File: config.mk
export PLATFORM = sky130hd
export DESIGN_NAME = bictr_dcnto_arb
export DESIGN_NICKNAME = d
export VERILOG_FILES = /design/src/rtl/bictr_dcnto_arb_pkg.sv /design/src/rtl/bictr_dcnto_arb_rr_pick.sv /design/src/rtl/bictr_dcnto_arb.sv
export SDC_FILE = /design/constraint.sdc
export NUM_CORES = 1
export LEC_CHECK = 0
export ABC_AREA = 1
export ABC_CLOCK_PERIOD_IN_PS = 2600
export CAP_MARGIN = 20
export CORE_MARGIN = 3
export CORE_UTILIZATION = 25
export CTS_BUF_LIST = sky130_fd_sc_hd__clkbuf_2 sky130_fd_sc_hd__clkbuf_4 sky130_fd_sc_hd__clkbuf_8
export DETAILED_ROUTE_END_ITERATION = 6
export GPL_ROUTABILITY_DRIVEN = 0
export GPL_TIMING_DRIVEN = 0
export HOLD_SLACK_MARGIN = 0.03
export PLACE_DENSITY_LB_ADDON = 0.05
export SETUP_SLACK_MARGIN = 0.4
export SLEW_MARGIN = 0
export SYNTH_ARGS = -nofsm -noshare
export SYNTH_HDL_FRONTEND = slang
export SYNTH_SLANG_ARGS = --single-unit
File: constraint.sdc
create_clock -name clk -period 2.6 [get_ports clk]
set_input_delay 0.52 -clock clk [delete_from_list [all_inputs] [get_ports clk]]
set_output_delay 0.52 -clock clk [all_outputs]
set_load 0.02 [all_outputs]
File: src/rtl/bictr_dcnto_arb_pkg.sv
// Shared types and defaults for the counter-sharing arbiter.
//   state_e   : sequencer states (2-bit)
//   WIDTH_DEF : default counter data width
//   NREQ_DEF  : default number of requesters
package bictr_dcnto_arb_pkg;

  typedef enum logic [1:0] {
    S_IDLE = 2'd0,
    S_LOAD = 2'd1,
    S_RUN  = 2'd2,
    S_DONE = 2'd3
  } state_e;

  localparam int WIDTH_DEF = 4;
  localparam int NREQ_DEF  = 4;

endpackage

File: src/rtl/bictr_dcnto_arb_rr_pick.sv
// Combinational round-robin selector.
//   req_i  : request vector
//   last_i : index of the previous winner
//   win_o  : one-hot winner, lowest index at or after (last_i+1) mod NREQ
//   vld_o  : any request present
module rr_pick
  import bictr_dcnto_arb_pkg::*;
#(
  parameter int NREQ = NREQ_DEF,
  localparam int IW  = $clog2(NREQ)
) (
  input  logic [NREQ-1:0] req_i,
  input  logic [IW-1:0]   last_i,
  output logic [NREQ-1:0] win_o,
  output logic            vld_o
);

  int idx;

  // Walk the ring starting just past the last winner; the first hit wins.
  always_comb begin
    win_o = '0;
    vld_o = 1'b0;
    idx   = 0;
    for (int k = 1; k <= NREQ; k++) begin
      idx = (int'(last_i) + k) % NREQ;
      if (!vld_o && req_i[IW'(idx)]) begin
        win_o[IW'(idx)] = 1'b1;
        vld_o           = 1'b1;
      end
    end
  end

endmodule

File: src/rtl/bictr_dcnto_arb.sv
// Round-robin sequencer sharing one up/down count-to counter among NREQ
// requesters. A job is granted, the counter loaded with the job's start
// value, run until its terminal flag, then the requester gets a done pulse.
//   clk, rst          : clock, async active-low reset
//   req               : per-requester job request (level, held until done)
//   req_data          : start value per requester, slice i = [i*width +: width]
//   req_count_to      : terminal value per requester
//   req_up_dn         : direction per requester, 1 = up
//   gnt               : registered one-hot grant
//   done              : one-cycle completion pulse
//   busy              : sequencer not idle
//   ctr_load/cen/up_dn/data/count_to : drive the shared counter (load active-low)
//   ctr_count, ctr_tercnt             : from the shared counter
module bictr_dcnto_arb
  import bictr_dcnto_arb_pkg::*;
#(
  parameter int width = WIDTH_DEF,
  parameter int NREQ  = NREQ_DEF
) (
  input  logic                  clk,
  input  logic                  rst,
  input  logic [NREQ-1:0]       req,
  input  logic [NREQ*width-1:0] req_data,
  input  logic [NREQ*width-1:0] req_count_to,
  input  logic [NREQ-1:0]       req_up_dn,
  output logic [NREQ-1:0]       gnt,
  output logic [NREQ-1:0]       done,
  output logic                  busy,
  output logic                  ctr_load,
  output logic                  ctr_cen,
  output logic                  ctr_up_dn,
  output logic [width-1:0]      ctr_data,
  output logic [width-1:0]      ctr_count_to,
  input  logic [width-1:0]      ctr_count,
  input  logic                  ctr_tercnt
);

  localparam int IW = $clog2(NREQ);

  state_e            state_q, state_d;
  logic [IW-1:0]     id_q, id_d, last_q, last_d;
  logic [width-1:0]  data_q, data_d, cto_q, cto_d;
  logic              up_q, up_d;
  logic [NREQ-1:0]   gnt_q, gnt_d;

  logic [NREQ-1:0]   win_oh;
  logic              win_vld;
  logic [IW-1:0]     win_id;
  logic [width-1:0]  win_data, win_cto;
  logic              win_up;
  logic              req_held;

  // Count value is debug-only; nothing here depends on it.
  logic unused_ctr_count;
  assign unused_ctr_count = ^ctr_count;

  rr_pick #(.NREQ(NREQ)) u_pick (
    .req_i  (req),
    .last_i (last_q),
    .win_o  (win_oh),
    .vld_o  (win_vld)
  );

  // Encode the winner and select its job fields.
  always_comb begin
    win_id   = '0;
    win_data = '0;
    win_cto  = '0;
    win_up   = 1'b1;
    for (int i = 0; i < NREQ; i++) begin
      if (win_oh[i]) begin
        win_id   = IW'(i);
        win_data = req_data[i*width +: width];
        win_cto  = req_count_to[i*width +: width];
        win_up   = req_up_dn[i];
      end
    end
  end

  assign req_held = req[id_q];

  always_comb begin
    state_d  = state_q;
    id_d     = id_q;
    last_d   = last_q;
    data_d   = data_q;
    cto_d    = cto_q;
    up_d     = up_q;
    gnt_d    = gnt_q;
    ctr_load = 1'b1;
    ctr_cen  = 1'b0;
    done     = '0;
    case (state_q)
      S_IDLE: begin
        if (win_vld) begin
          id_d    = win_id;
          data_d  = win_data;
          cto_d   = win_cto;
          up_d    = win_up;
          gnt_d   = win_oh;
          state_d = S_LOAD;
        end
      end
      S_LOAD: begin
        ctr_load = 1'b0;
        if (!req_held) begin
          gnt_d   = '0;
          last_d  = id_q;
          state_d = S_IDLE;
        end else begin
          state_d = S_RUN;
        end
      end
      S_RUN: begin
        // Abort wins over terminal count; the counter freezes either way.
        if (!req_held) begin
          gnt_d   = '0;
          last_d  = id_q;
          state_d = S_IDLE;
        end else begin
          ctr_cen = ~ctr_tercnt;
          if (ctr_tercnt) state_d = S_DONE;
        end
      end
      S_DONE: begin
        done    = gnt_q;
        gnt_d   = '0;
        last_d  = id_q;
        state_d = S_IDLE;
      end
      default: state_d = S_IDLE;
    endcase
  end

  always_ff @(posedge clk or negedge rst) begin
    if (!rst) begin
      state_q <= S_IDLE;
      id_q    <= '0;
      last_q  <= IW'(NREQ - 1);  // so requester 0 is first in line
      data_q  <= '0;
      cto_q   <= '0;
      up_q    <= 1'b1;
      gnt_q   <= '0;
    end else begin
      state_q <= state_d;
      id_q    <= id_d;
      last_q  <= last_d;
      data_q  <= data_d;
      cto_q   <= cto_d;
      up_q    <= up_d;
      gnt_q   <= gnt_d;
    end
  end

  assign gnt          = gnt_q;
  assign busy         = (state_q != S_IDLE);
  assign ctr_up_dn    = up_q;
  assign ctr_data     = data_q;
  assign ctr_count_to = cto_q;

endmodule

### Yosys cells after proc, flatten, opt, wreduce, memory -nomap -nowiden

Cells that the tools add are included.

* reduce and logical (&&, ||, !) cells: 18
* muxes and demuxes: 59
* add/sub/neg operators: 4
* eq/ne operators: 6
* magnitude comparators: 9
* bitwise operators: 4

Operator list (number)
* $mux W4: 15
* $mux W1: 25
* $lt A2 B4 Y1 const B: 4
* $mux W2: 7
* $or A4 B4 Y4: 3
* $pmux W4 S3: 1
* $bmux W1 S2: 5
* $demux W1 S2: 4
* $ge A2 B1 Y1 const B: 4
* $pmux W2 S4: 1
* $reduce_and A2 Y1: 4
* $logic_and A1 B1 Y1: 7
* $add A2 B1 Y2 const B: 2
* $add A2 B2 Y2 const B: 2
* $eq A2 B2 Y1 const B: 2
* $pmux W2 S2: 1
* $reduce_bool A2 Y1: 2
* $logic_not A1 Y1: 3
* $lt A2 B3 Y1 const B: 1
* $ne A3 B3 Y1 const B: 1
* $eq A2 B1 Y1 const B: 1
* $logic_not A2 Y1: 1
* $ne A2 B1 Y1 const B: 1
* $ne A2 B2 Y1 const B: 1
* other kinds (2): 2

* logic and storage cells: 107
* flip-flop bits (word level): 19
* bits of input ports: 47

### Depth between registers and ports, before layout

* word-level depth: 18
* depth in mapped cells: 14

### Hierarchy

A second synthesis with hierarchy kept.

* cell total of the unflattened synthesis: 234
* area total of the unflattened synthesis: 1626.6 um^2

By module, submodules not included
* bictr_dcnto_arb: cells an instance 158, area each 1147.4 um^2, times used 1
* rr_pick: cells an instance 76, area each 479.2 um^2, times used 1

### Worst setup path before layout

Ideal clock, no wire load.

* kind: reg-to-reg
* start: reg last_q[1]
* end: reg cto_q[0] (netlist: ctr_count_to[0])
* required time: 2479 ps
* arrival: 2191 ps
* period minus slack after synthesis: 2312 ps
* setup time: 121 ps
* path slack: 288 ps
* cell stages (with the launch flop): 14
* path through: dfstp_2 > inv_1 > ha_1 > inv_1 > nand2_4 > nand2_4 > nor2_8 > nand3_2 > nor2_2 > nor2_4 > inv_2 > nor2_4 > a21boi_1 > nand2_1

* cells in the longest elaborated chain, start to end: 18
* elaborated cells on any way between the ends: 58
* classes of those cells: 4 x add/sub; 8 x order compare; 32 x mux; 3 x bitwise; 11 x reduce/logical

RTL lines
* start, declared: line bictr_dcnto_arb.sv:41 `logic [IW-1:0] id_q, id_d, last_q, last_d;`
* start signal, assigned: line bictr_dcnto_arb.sv:139 `last_q <= IW'(NREQ - 1);`
* start signal, assigned: line bictr_dcnto_arb.sv:147 `last_q <= last_d;`
* parallel branches: the longest is 18 deep, another holds $lt A2 B4 Y1
* end signal, assigned: line bictr_dcnto_arb.sv:149 `cto_q <= cto_d;`
* end, declared: line bictr_dcnto_arb.sv:42 `logic [width-1:0] data_q, data_d, cto_q, cto_d;`

Parallel ways; which one is timed is not known. The select of a mux whose other input is x is not followed.
A chain may end at the register's enable or synchronous reset.

### Worst setup path in the final report

* start: reg last_q[0]
* end: reg data_q[1] (netlist: ctr_data[1])

* cells in the longest elaborated chain, start to end: 18
* elaborated cells on any way between the ends: 58
* classes of those cells: 4 x add/sub; 8 x order compare; 32 x mux; 3 x bitwise; 11 x reduce/logical

RTL lines
* parallel branches: the longest is 18 deep, another holds $lt A2 B4 Y1
* end signal, assigned: line bictr_dcnto_arb.sv:148 `data_q <= data_d;`
* end, declared: line bictr_dcnto_arb.sv:42

Parallel ways; which one is timed is not known. The select of a mux whose other input is x is not followed.

==> qor.log <==
INFO  critical_path  crit_path_start_kind=register
INFO  route          routed_wirelength=6080um
INFO  route          met3RoutedLength=244um
INFO  route          route.antenna.remaining_nets=0
INFO  cells_and_area diodes=0
INFO  place          dpl_worst_slack=-0.110ns
INFO  route          route.vias.total=2000
INFO  critical_path  ff2ff_path_depth=13
INFO  clock_network  clockBufferDepth=2
INFO  pwr            power-per-cell-area=1230nW/um2
INFO  run            max_cap_violations=0
INFO  synthesis      synthesis.nets=328
INFO  global_routing grtUsageTotal=14.5%
INFO  worst_hold_path worstHoldPathType=reg -> reg
INFO  route          route.layer.met1.wl=2940um
INFO  route          routedWlPerCell=13.6um
INFO  synthesis      ys_async_sr_fraction=100%
INFO  synthesis      synth_edf_count=0
INFO  cells_and_area fin_nets=412
INFO  route          total_drc_errors_in_the_routed_layout=0
INFO  sta            drv_slew=0
INFO  place          place.detailed.instances=426
INFO  global_routing grt_first_pass_wirelength=9680um
INFO  cells_and_area layout_cell_share_with_drive_strength_beyond_1=19.9%
INFO  cells_and_area post-route-cell-area=2840um2
INFO  synthesis      yosys_most_used_dff=sky130_fd_sc_hd__dfrtp_1
INFO  route          routed-wl-met2=2870um
INFO  clock_network  clk_pin_slew=0.08ns
INFO  synthesis      synth_cells=268
INFO  clock_network  cts_buf_count=3
INFO  floorplan      initial_utilization=26.1%
INFO  cells_and_area most_common_cell_after_layout_fill_and_taps_aside=sky130_fd_sc_hd__nand2_1
INFO  floorplan      floorplan.die.height=90.7um
INFO  critical_path  worst_setup_path_end_kind=register
INFO  synthesis      yosys_warnings=0
INFO  cells_and_area final_cell_mix=84 x sky130_fd_sc_hd__nand2_1, 51 x sky130_fd_sc_hd__clkdlybuf4s50_1, 29 x sky130_fd_sc_hd__inv_1, 26 x sky130_fd_sc_hd__nand3_1, 16 x sky130_fd_sc_hd__dfrtp_1
INFO  route          detail_route.vias_per_cell=4.47
INFO  critical_path  r2r-start=last_q[0]$_DFFE_PN1P_
INFO  global_routing grt_antenna_before_repair=0
INFO  critical_path  worst-setup-path-type=reg -> reg
INFO  floorplan      die_area=8230um2
INFO  synthesis      syn_avg_cell_area=6.69um2
INFO  global_routing first_global_vias=1933
INFO  critical_path  timing.critical_path.required=2.80ns
INFO  pwr            vdd_drop_max=0.000471V
INFO  route          highest_layer=met4
INFO  clock_network  clk_root_buffer_cell=sky130_fd_sc_hd__clkbuf_8
INFO  floorplan      total_core_area=6870um2
INFO  synthesis      post_synth_instance_area=1790um2
INFO  sta            rsz0062_at_grt=yes
INFO  critical_path  worstPathMaxFanout=8
INFO  sta            final_setup_violations=0
INFO  synthesis      synth.ff_latch_count=19
INFO  route          detailedRoute.firstPassIterationCount=4
INFO  cells_and_area finalNonFillerCells=447
INFO  floorplan      die_width=90.7um
INFO  critical_path  cell_breakdown_of_the_critical_path=inv_6 > ha_4 > inv_4 > nand2_4 > buf_4 > nor2_1 > a21oi_2 > nand2_2 > nor2_4 > inv_4 > nor2_4 > a21boi_1 > nand2_1
INFO  sta            final_hold_viol_count=0
INFO  clock_network  cts_tree=yes
INFO  critical_path  critical_path.n_buffers_inverters=4
INFO  clock_network  h-tree-depth=1
INFO  critical_path  crit_path_arrival_time=2.45ns
INFO  worst_hold_path worst_hold_path.num_cells=2
INFO  floorplan      num_io_pins=67
INFO  sta            final.setup.tns=0ns
INFO  clock_network  cts_sinks=19
INFO  sta            clock_skew=0.00162ns
INFO  critical_path  worstReg2RegEnd=ctr_data[1]$_DFFE_PN0P_
INFO  global_routing grt_max_degree=20
INFO  synthesis      yosysSeqAreaShare=26.7%
INFO  worst_hold_path min_from=ctr_up_dn$_DFFE_PN1P_
INFO  route          drtIter0Drc=75
INFO  sta            worst_hold_slack=0.479ns
INFO  cells_and_area syn2layout_area_growth=58.1%
INFO  sta            max_freq=446MHz
INFO  pwr            static_leak=0.00148uW
INFO  sta            post-route-worst-setup-slack=0.356ns
INFO  clock_network  worst_skew_pair.late_latency=0.26ns
INFO  worst_hold_path hold_path_end=ctr_up_dn$_DFFE_PN1P_
INFO  sta            slew_headroom=37.0%
INFO  place          placement.io_buffers=62
INFO  place          dpl_cell_area=2550um2
INFO  global_routing grt_overflow_total=0
INFO  critical_path  setup.reg_to_reg.worst_slack=0.36ns
INFO  sta            period_minus_slack=2.24ns
INFO  critical_path  worst_path_dominant_cell_family=simple AND/OR/NAND/NOR gates
INFO  sta            post-route-period-util=86.3%
INFO  synthesis      post_synth_num_cell_types=27
INFO  sta            worst-slew-pin-transition=0.942ns
INFO  critical_path  slowest_delay=0.60ns
INFO  floorplan      placementRows=30
INFO  run_status     status=finished clean
INFO  place          dp_hpwl=4340um
INFO  critical_path  worst_path_max_delay_cell=sky130_fd_sc_hd__dfstp_2
[worst min-delay path, delay by kind of cell (launching register included)]
family	cells	cell delay, ns
flip-flops	1	0.37
AND/OR/NAND/NOR	2	0.11
[power breakdown]
| part | leakage [uW] | switching, uW | internal, uW | total (uW) |
|---|---|---|---|---|
| sequential | 0.000239 | 91.2 | 438 | 529 |
| clock | 0.0000255 | 110 | 107 | 216 |
| combinational | 0.00121 | 1670 | 1080 | 2750 |
| total | 0.00148 | 1870 | 1630 | 3500 |
[state kept, by name (all words and copies together), names as in the netlist]
register	flops
id_q	2
last_q	2
state_q	2
ctr_up_dn	1
gnt	4
ctr_data	4
ctr_count_to	4
[through the flow]
stage / total power, uW / util [%]
3_3_place_gp: 2860 / 37.1
3_5_place_dp: 2870 / 37.1
5_1_grt: 3850 / 41.3
6_report: 3500 / 41.3
4_1_cts: 3430 / 40.1
2_1_floorplan: 2120 / -
[cells in the mapped netlist, types with 3 or more instances]
library cell               instances  area [um2]
sky130_fd_sc_hd__a21boi_1          6        45.0
sky130_fd_sc_hd__o21ai_0          17        85.1
sky130_fd_sc_hd__nand2_1          89         334
sky130_fd_sc_hd__inv_1            34         128
sky130_fd_sc_hd__dfstp_2           3        78.8
sky130_fd_sc_hd__dfrtp_1          16         400
sky130_fd_sc_hd__nand3_2           4        40.0
sky130_fd_sc_hd__nand2_2           4        25.0
sky130_fd_sc_hd__nand3_1          26         130
sky130_fd_sc_hd__nor2_1           13        48.8
sky130_fd_sc_hd__ha_1             13         163
sky130_fd_sc_hd__nor2_4            4        45.0
sky130_fd_sc_hd__nand2_4           3        33.8
sky130_fd_sc_hd__nand4_1           5        31.3
sky130_fd_sc_hd__a21oi_1          14        70.1
[final cells by class]
| cell class | instances | area (um2) |
|---|---|---|
| timing repair buffer | 78 | 767 |
| clock buffer | 3 | 41.3 |
| fill | 751 | 4030 |
| multi-input combinational | 211 | 1250 |
| sequential | 19 | 479 |
| tap | 96 | 120 |
| buffer | 3 | 26.3 |
| clock inverter | 1 | 5.00 |
| inverter | 36 | 148 |
[cells by family after synthesis]
group / share of synthesized area (%)
flops: 26.7
simple gates: 41.6
buf+inv: 8.72
compound gates: 13.9
fa+ha+maj: 9.07
[metal layers]
| metal | global-route usage [%] | vias up |
|---|---|---|
| li1 | - | 1027 |
| met2 | 24.2 | 40 |
| met5 | 0 | - |
| met3 | 3.08 | 2 |
| met4 | 2.30 | 0 |
| met1 | 19.4 | 931 |
[worst max-delay path by stage]
stage,startpoint,end,slack (ns),depth (start not counted)
2_1_floorplan,last_q[0]$_DFFE_PN1P_,ctr_count_to[0]$_DFFE_PN0P_,0.42,13
3_3_place_gp,req[0],ctr_cen,-0.11,8
3_5_place_dp,req[0],ctr_cen,-0.11,8
4_1_cts,last_q[0]$_DFFE_PN1P_,ctr_count_to[3]$_DFFE_PN0P_,0.36,13
5_1_grt,last_q[0]$_DFFE_PN1P_,ctr_data[0]$_DFFE_PN0P_,0.21,14
6_report,last_q[0]$_DFFE_PN1P_,ctr_data[1]$_DFFE_PN0P_,0.36,13
[what timing repair did]
item,CTS,global route
endpoints found under the setup margin,22,21
setup buffers,14,1
resized for setup,26,26
gates cloned,1,1
hold buffers,0,0
pin swaps,15,4
(Power assumes the default switching activity.)
